### src/rtl/dcmac_reset_sequencer_if.sv
// GT-side signal bundle between the reset sequencer (master) and the DCMAC/GT helper (slave).
interface dcmac_reset_sequencer_if;
  // All signals are levels, not valid/ready transfers: a reset output is active
  // while high, and a done input stays high for as long as that direction is up.
  logic [1:0] gt_rx_reset_done;
  logic [1:0] gt_tx_reset_done;
  logic       user_gt_reset_all;
  logic [1:0] user_gt_reset_rx_datapath;
  logic [1:0] link_ready;

  modport master (
    input  gt_rx_reset_done,
    input  gt_tx_reset_done,
    output user_gt_reset_all,
    output user_gt_reset_rx_datapath,
    output link_ready
  );

  modport slave (
    output gt_rx_reset_done,
    output gt_tx_reset_done,
    input  user_gt_reset_all,
    input  user_gt_reset_rx_datapath,
    input  link_ready
  );
endinterface

### src/rtl/dcmac_reset_sequencer.sv
// DCMAC GT reset sequencer: waits for clock lock, pulses a full GT reset, waits for the
// per-port reset-done flags with timeout/retry, and re-resets RX datapaths that drop.
module dcmac_reset_sequencer #(
  parameter int unsigned RESET_CYCLES   = 100,
  parameter int unsigned TIMEOUT_CYCLES = 1000000,
  parameter int unsigned MAX_RETRIES    = 3
) (
  input  logic                           s_axi_clk,
  input  logic                           s_axi_aresetn,
  input  logic                           clkwiz_locked,
  input  logic                           restart,
  dcmac_reset_sequencer_if.master        gt,
  output logic                           busy,
  output logic                           error,
  output logic [3:0]                     retry_count,
  output logic [2:0]                     state
);

  typedef enum logic [2:0] {
    WAIT_LOCK  = 3'd0,
    ASSERT_ALL = 3'd1,
    WAIT_DONE  = 3'd2,
    READY      = 3'd3,
    RX_RESET   = 3'd4,
    FAIL       = 3'd5
  } state_t;

  // Counters hold "cycles remaining minus one" so the state lasts exactly N clocks.
  localparam logic [15:0] PULSE_LAST   = 16'(RESET_CYCLES - 1);
  localparam logic [31:0] TIMEOUT_LAST = 32'(TIMEOUT_CYCLES - 1);
  localparam logic [3:0]  RETRY_MAX    = 4'(MAX_RETRIES);

  logic        lock_meta;
  logic        locked_s;
  state_t      st;
  logic [15:0] pulse_cnt;
  logic [31:0] timer;
  logic [1:0]  mask;
  logic        all_done;

  assign all_done = (&gt.gt_rx_reset_done) && (&gt.gt_tx_reset_done);
  assign state    = st;

  always_ff @(posedge s_axi_clk or negedge s_axi_aresetn) begin
    if (!s_axi_aresetn) begin
      lock_meta <= 1'b0;
      locked_s  <= 1'b0;
    end else begin
      lock_meta <= clkwiz_locked;
      locked_s  <= lock_meta;
    end
  end

  always_ff @(posedge s_axi_clk or negedge s_axi_aresetn) begin
    if (!s_axi_aresetn) begin
      st                           <= WAIT_LOCK;
      pulse_cnt                    <= '0;
      timer                        <= '0;
      mask                         <= '0;
      retry_count                  <= '0;
      gt.user_gt_reset_all         <= 1'b1;
      gt.user_gt_reset_rx_datapath <= '0;
      gt.link_ready                <= '0;
      busy                         <= 1'b1;
      error                        <= 1'b0;
    end else if (!locked_s) begin
      // Lock loss overrides everything, including a simultaneous restart.
      st                           <= WAIT_LOCK;
      mask                         <= '0;
      gt.user_gt_reset_all         <= 1'b1;
      gt.user_gt_reset_rx_datapath <= '0;
      gt.link_ready                <= '0;
      busy                         <= 1'b1;
      error                        <= 1'b0;
    end else if (restart && (st != WAIT_LOCK)) begin
      st                           <= ASSERT_ALL;
      pulse_cnt                    <= PULSE_LAST;
      retry_count                  <= '0;
      mask                         <= '0;
      gt.user_gt_reset_all         <= 1'b1;
      gt.user_gt_reset_rx_datapath <= '0;
      gt.link_ready                <= '0;
      busy                         <= 1'b1;
      error                        <= 1'b0;
    end else begin
      case (st)
        WAIT_LOCK: begin
          st        <= ASSERT_ALL;
          pulse_cnt <= PULSE_LAST;
        end
        ASSERT_ALL: begin
          if (pulse_cnt == '0) begin
            st                   <= WAIT_DONE;
            timer                <= '0;
            gt.user_gt_reset_all <= 1'b0;
          end else begin
            pulse_cnt <= pulse_cnt - 16'd1;
          end
        end
        WAIT_DONE: begin
          // Done is checked first so it wins over a same-cycle timeout.
          if (all_done) begin
            st            <= READY;
            retry_count   <= '0;
            gt.link_ready <= gt.gt_rx_reset_done & gt.gt_tx_reset_done;
            busy          <= 1'b0;
          end else if (timer >= TIMEOUT_LAST) begin
            if (retry_count < RETRY_MAX) begin
              st                   <= ASSERT_ALL;
              pulse_cnt            <= PULSE_LAST;
              retry_count          <= retry_count + 4'd1;
              gt.user_gt_reset_all <= 1'b1;
            end else begin
              st    <= FAIL;
              busy  <= 1'b0;
              error <= 1'b1;
            end
          end else if (timer != '1) begin
            timer <= timer + 32'd1;
          end
        end
        READY: begin
          if (!(&gt.gt_rx_reset_done)) begin
            st                           <= RX_RESET;
            pulse_cnt                    <= PULSE_LAST;
            mask                         <= ~gt.gt_rx_reset_done;
            gt.user_gt_reset_rx_datapath <= ~gt.gt_rx_reset_done;
            gt.link_ready                <= '0;
            busy                         <= 1'b1;
          end else begin
            gt.link_ready <= gt.gt_rx_reset_done & gt.gt_tx_reset_done;
          end
        end
        RX_RESET: begin
          if (pulse_cnt == '0) begin
            st                           <= WAIT_DONE;
            timer                        <= '0;
            mask                         <= '0;
            gt.user_gt_reset_rx_datapath <= '0;
          end else begin
            pulse_cnt                    <= pulse_cnt - 16'd1;
            gt.user_gt_reset_rx_datapath <= mask;
          end
        end
        FAIL: begin
          st <= FAIL;
        end
        default: begin
          st                           <= WAIT_LOCK;
          mask                         <= '0;
          gt.user_gt_reset_all         <= 1'b1;
          gt.user_gt_reset_rx_datapath <= '0;
          gt.link_ready                <= '0;
          busy                         <= 1'b1;
          error                        <= 1'b0;
        end
      endcase
    end
  end

endmodule

### src/flat_wrapper.sv
// flat-port wrapper written by rule: the top's interface ports become plain ports
module dcmac_reset_sequencer_flat 
#(
  parameter int unsigned RESET_CYCLES   = 100,
  parameter int unsigned TIMEOUT_CYCLES = 1000000,
  parameter int unsigned MAX_RETRIES    = 3
)
  (s_axi_clk, s_axi_aresetn, clkwiz_locked, restart, busy, error, retry_count, state, gt_gt_rx_reset_done, gt_gt_tx_reset_done, gt_user_gt_reset_all, gt_user_gt_reset_rx_datapath, gt_link_ready);
  dcmac_reset_sequencer_if gt_i ();
  input  logic s_axi_clk;
  input  logic s_axi_aresetn;
  input  logic clkwiz_locked;
  input  logic restart;
  output logic busy;
  output logic error;
  output logic [3:0] retry_count;
  output logic [2:0] state;
  input wire logic [$bits(gt_i.gt_rx_reset_done)-1:0] gt_gt_rx_reset_done;
  input wire logic [$bits(gt_i.gt_tx_reset_done)-1:0] gt_gt_tx_reset_done;
  output wire logic [$bits(gt_i.user_gt_reset_all)-1:0] gt_user_gt_reset_all;
  output wire logic [$bits(gt_i.user_gt_reset_rx_datapath)-1:0] gt_user_gt_reset_rx_datapath;
  output wire logic [$bits(gt_i.link_ready)-1:0] gt_link_ready;
  assign gt_i.gt_rx_reset_done = gt_gt_rx_reset_done;
  assign gt_i.gt_tx_reset_done = gt_gt_tx_reset_done;
  assign gt_user_gt_reset_all = gt_i.user_gt_reset_all;
  assign gt_user_gt_reset_rx_datapath = gt_i.user_gt_reset_rx_datapath;
  assign gt_link_ready = gt_i.link_ready;
  dcmac_reset_sequencer #(.RESET_CYCLES(RESET_CYCLES), .TIMEOUT_CYCLES(TIMEOUT_CYCLES), .MAX_RETRIES(MAX_RETRIES)) u_core (.s_axi_clk(s_axi_clk), .s_axi_aresetn(s_axi_aresetn), .clkwiz_locked(clkwiz_locked), .restart(restart), .gt(gt_i), .busy(busy), .error(error), .retry_count(retry_count), .state(state));
endmodule
### config.mk
export PLATFORM = sky130hd
export DESIGN_NAME = dcmac_reset_sequencer_flat
export DESIGN_NICKNAME = d
export VERILOG_FILES = /design/src/rtl/dcmac_reset_sequencer_if.sv /design/src/rtl/dcmac_reset_sequencer.sv /design/src/flat_wrapper.sv
export SDC_FILE = /design/constraint.sdc
export NUM_CORES = 1
export LEC_CHECK = 0
export ABC_AREA = 1
export CAP_MARGIN = 20
export CORE_MARGIN = 3
export CORE_UTILIZATION = 24
export CTS_CLUSTER_DIAMETER = 30
export DETAILED_ROUTE_END_ITERATION = 7
export GPL_ROUTABILITY_DRIVEN = 0
export PLACE_DENSITY_LB_ADDON = 0.25
export SLEW_MARGIN = 10
export SYNTH_ARGS = -nofsm -noshare
export SYNTH_HDL_FRONTEND = slang
export SYNTH_SLANG_ARGS = --single-unit
### constraint.sdc
create_clock -name s_axi_clk -period 3.6 [get_ports s_axi_clk]
set_clock_uncertainty 0.1 [all_clocks]
set_input_delay 1.08 -clock s_axi_clk [delete_from_list [all_inputs] [get_ports s_axi_clk]]
set_output_delay 1.08 -clock s_axi_clk [all_outputs]
set_load 0.01 [all_outputs]
==> reports/results.ini, run 1 <==
[run_status]
status = finished, final reports clean

[sta]
slew_headroom = 0.450
hold_viol = 0
setup_viol = 0
setup_tns_ps = 0
fin_crit_ps = 2700
fmax_mhz = 370
rsz0062_at_grt = false
fin_crit_sh = 0.750
finalMaxSlewViolations = 0
tightest_slew_ps = 825

[synthesis]
seq_area_frac_synth = 0.428
yosys_register_bits = 64
ys_top_cells_by_area = dfrtp_1 (41%), nand2_1 (17%), nor2_1 (7.1%)
yosysWarnings = 0
syn_avg_cell_area_um2 = 7.11
synth-edff-count = 0
syn-cell-area_um2 = 3740
async_flop_share = 1.00
syn_inst = 527
ys_dominant_reg_cell = dfrtp_1
syn_nets = 538
post-synth-top-area-fraction = 0.414
yosys.area.top_type = dfrtp_1
synth.distinct_cells = 39

[grt]
grt_max_degree = 65
grt_pass1_wl_mm = 15.7
grt_pass1_vias = 3137
antenna_found_initial = 0
track_usage = 0.114
overflow = 0

[floorplanning]
initial_core_util = 0.245
die_h_um = 131
die_area_um2 = 17100
coreArea_um2 = 15300
num_io_pins = 22
rows = 45
die_x_um = 131

[power_and_ir_drop]
ir_drop_mv = 0.258
p_leak_nw = 2.08
power_density_nw_per_um2 = 600
p_total_mw = 2.69

[final_layout]
mostFrequentLayoutCells = nand2_1 (168), nor2_1 (71), dfrtp_1 (62), nand3_1 (53), inv_1 (41)
syn_to_final_growth_pct = 19.7
layout-drive-gt1-share = 0.0932
layoutNonFillerInstCount = 769
fin_util = 0.294
layout_commonest_cell = nand2_1
nNetsFinal = 564
final_cell_area_um2 = 4480
antenna_cells_inserted = 0

[worst_setup_path]
arrival_ps = 2810
required_ps = 3710
criticalPathCategory = primary input to flop
cp-end-kind = flop
r2r_slack_ps = 1000
cp-start-kind = primary input
path_max_fanout = 16

[clocking]
htree_levels = 3
cts_setup_buffers = 0
clock_latency_ps = 330
post_cts_resized = 0
clock_sinks = 64
clk_pin_slew_ps = 60
cts_hold_buf = 0
cts_tree = done
root_buffer = clkbuf_16
clk_path_buf_depth = 2
cts_buffers = 9

[run]
cap_violations = 0

[worst_hold_path]
hold_path.class = flop to flop

[detailed_routing]
vias_per_cell = 4.38
drt_wl_total_mm = 9.09
via_count = 3365
wl_per_cell_um = 11.8
drt_pass1_iterations = 4
drt_iter0_markers = 255
antenna_left = 0
drc_errors = 0

[place]
placed_cell_area_um2 = 4200
portBuffers = 21
dp.cells = 753
hpwlAfterDp_mm = 6.42

## power by group
group	leakage, nW	switching [mW]	internal, mW
Clock	0.127	0.342	0.486
Combinational	1.09	0.596	0.335
Sequential	0.864	0.112	0.821
Total	2.08	1.05	1.64
## cells by family after synthesis
| group | share of synthesized area |
|---|---|
| AO/OA/AOI/OAI | 0.0892 |
| flip-flops | 0.428 |
| AND/OR/NAND/NOR | 0.383 |
| XOR/XNOR | 0.0234 |
| adder cells (fa/ha/maj) | 0.0100 |
| buffers and inverters | 0.0658 |
## stage by stage
step	hold WS [ps]	worst slack, ps
6_report	254	899
3_5_place_dp	240	545
3_3_place_gp	238	558
4_1_cts	256	887
2_1_floorplan	231	1370
5_1_grt	281	722
## critical path: stages
cell	delay, ps
clkdlybuf4s50_1	480
nand2_1	120
nor2_1	60
inv_1	110
nor2_1	60
nor2_1	120
nand3_2	330
buf_4	330
nand2_1	70
o21ai_1	60
## synth_stat cells (all sizes together) (2+ instances only)
library cell  count
buf              11
nand3            54
o31ai             3
o21ai            35
xnor2             4
or2               9
a21oi             8
inv              47
dfrtp            62
o211ai            3
a21o              2
nand4             8
a21boi            2
nor3              9
nor4              2
nand2           173
xor2              6
ha                3
dfstp             2
nand3b            2
nor2             75
## cell type report
class | count | area, µm²
fill | 1673 | 10800
multi-input combinational | 404 | 1890
sequential | 64 | 1600
tap | 211 | 264
timing repair buffer | 27 | 263
clock buffer | 10 | 239
inverter | 47 | 176
clock inverter | 6 | 43.8
## sequential cells by signal, summed over array words and instances (netlist names), 2 cells and up
| register | count |
|---|---|
| u_core.timer | 32 |
| u_core.state | 3 |
| u_core.gt.user_gt_reset_rx_datapath | 2 |
| u_core.retry_count | 4 |
| u_core.gt.link_ready | 2 |
| u_core.pulse_cnt | 16 |
## metal layers
metal  track usage  part of all wire  up-vias
met1         0.157              0.50     1555
met4        0.0363             0.014        0
met2         0.174              0.45       49
met3        0.0325             0.042        8
li1              -                 -     1753
met5             0                 0        -
## path summary, 6_finish.rpt
| path | startpoint | to | cells past startpoint |
|---|---|---|---|
| min in group asynchronous | s_axi_aresetn | u_core.timer[13]$_DFFE_PN0P_ | 2 |
| worst min register to register | u_core.lock_meta$_DFF_PN0_ | u_core.locked_s$_DFF_PN0_ | 0 |
| max in group asynchronous | s_axi_aresetn | u_core.timer[24]$_DFFE_PN0P_ | 2 |
| worst min-delay path | u_core.lock_meta$_DFF_PN0_ | u_core.locked_s$_DFF_PN0_ | 0 |
| worst max-delay path | gt_gt_rx_reset_done[1] | u_core.timer[0]$_DFFE_PN0P_ | 10 |
| worst max register to register | u_core.state[1]$_DFFE_PN0P_ | u_core.timer[0]$_DFFE_PN0P_ | 12 |
Power figures use the tool's default switching activity.
==> run 2: changes to the inputs <==
==> constraint.sdc (replaced) <==
create_clock -name s_axi_clk -period 2.41 [get_ports s_axi_clk]
set_clock_uncertainty 0.1 [all_clocks]
set_input_delay 0.723 -clock s_axi_clk [delete_from_list [all_inputs] [get_ports s_axi_clk]]
set_output_delay 0.723 -clock s_axi_clk [all_outputs]
set_load 0.01 [all_outputs]
==> reports/results.ini, run 2 (synthesized netlist as in run 1, its figures left out) <==
[run_status]
status = finished, final reports clean

[clocking]
root_buffer = clkbuf_16
cts_hold_buf = 0
clock_sinks = 64
clock_latency_ps = 340
clk_path_buf_depth = 2
clk_pin_slew_ps = 60
htree_levels = 3
cts_setup_buffers = 0
cts_buffers = 9
cts_tree = done

[grt]
grt_pass1_vias = 3372
grt_max_degree = 65
antenna_found_initial = 0
grt_pass1_wl_mm = 16.2
met3_usage = 0.0415
overflow = 0
track_usage = 0.118
gr-usage-met1 = 0.155
busiest_layer = met2
use_met2 = 0.182

[floorplanning]
initial_core_util = 0.245
num_io_pins = 22
rows = 45
coreArea_um2 = 15300
die_h_um = 131
die_area_um2 = 17100
die_x_um = 131

[final_layout]
reg_top3 = u_core.timer x32, u_core.pulse_cnt x16, u_core.retry_count x4
layout-drive-gt1-share = 0.133
mostFrequentLayoutCells = nand2_1 (168), nor2_1 (71), dfrtp_1 (62), nand3_1 (53), inv_1 (41)
layoutNonFillerInstCount = 796
largest_reg_flops = 32
layout_commonest_cell = nand2_1
syn_to_final_growth_pct = 26.7
regMostFlops = u_core.timer
final_cell_area_um2 = 4750
antenna_cells_inserted = 0
fin_util = 0.311
nNetsFinal = 591

[detailed_routing]
drt_wl_total_mm = 9.40
wl_per_cell_um = 11.8
drt_iter0_markers = 211
drc_errors = 0
via_count = 3475
drt_pass1_iterations = 4
vias_per_cell = 4.37
antenna_left = 0

[sta]
tightest_slew_ps = 487
setup_viol = 0
slew_headroom = 0.673
finalMaxSlewViolations = 0
hold_viol = 0
holdWs_ps = 253
rsz0062_at_grt = false
setup_tns_ps = 0
fin_crit_ps = 2260
setup_ws_ps = 146
fmax_mhz = 442
fin_crit_sh = 0.940

[worst_setup_path]
r2r_cells = 12
arrival_ps = 1440
critical-path-slowest-cell = clkdlybuf4s50_1
path_max_fanout = 8
crit_family = buffers and inverters
crit_buf_inv = 1
cp-start-kind = flop
worstPathCellList = clkdlybuf4s50_1
r2r-start = u_core.timer[1]$_DFFE_PN0P_
r2r_slack_ps = 280
max_stage_delay_ps = 600
required_ps = 1590
cp-end-kind = output pin
criticalPathCategory = flop to output pin
cp-startpoint = u_core.state[0]$_DFFE_PN0P_
r2r_end = u_core.pulse_cnt[4]$_DFFE_PN0P_

[worst_hold_path]
min_path_cells = 0
holdPathEnd = u_core.locked_s$_DFF_PN0_
hold_path.class = flop to flop
min_from = u_core.lock_meta$_DFF_PN0_

[power_and_ir_drop]
p_total_mw = 4.32
ir_drop_mv = 0.526
power_density_nw_per_um2 = 910
p_leak_nw = 2.24

[place]
dp.cells = 780
hpwlAfterDp_mm = 6.72
portBuffers = 21
preCtsSetupSlack_ps = -16.5
placed_cell_area_um2 = 4430

[run]
cap_violations = 0

## run 2: cell types whose count changed in the layout (fill, tap and decap cells not counted), sizes merged
cell      change
clkinv        +1
clkinvlp      -3
clkbuf        +1
inv           -1
bufinv        +2
buf          +27
## run 2: routing by layer
metal / wire (µm) / vias to the layer above
met5: 0 / -
met4: 183 / 0
met3: 427 / 15
met2: 4170 / 51
met1: 4620 / 1600
li1: - / 1809
## run 2: report_power, final
group          switching [mW]  internal, mW
Sequential              0.163          1.23
Combinational           0.925         0.606
Clock                   0.494         0.906
Total                    1.58          2.74
## run 2: worst max-delay path by stage
stage                                                    endpoint  slack, ps  cells past startpoint
2_1_floorplan                        u_core.timer[11]$_DFFE_PN0P_        540                      8
3_3_place_gp   u_core.gt.user_gt_reset_rx_datapath[0]$_DFFE_PN0P_         -3                      9
3_5_place_dp   u_core.gt.user_gt_reset_rx_datapath[1]$_DFFE_PN0P_        -20                      9
4_1_cts                                                  state[0]        120                      1
5_1_grt                          u_core.pulse_cnt[10]$_DFFE_PN0P_         40                     12
6_report                                                 state[0]        150                      1
## run 2: area by class of cell
type,count,area (µm²)
Sequential cell,64,1600
Inverter,47,176
Tap cell,211,264
Multi-Input combinational cell,404,1900
Timing Repair Buffer,54,490
Clock inverter,5,81.3
Fill cell,1658,10500
Clock buffer,11,233
## run 2: repair_timing
action | in CTS | in global routing
gates resized for setup | 0 | 1
endpoints found under the hold margin | 0 | 0
endpoints found under the setup margin | 0 | 2
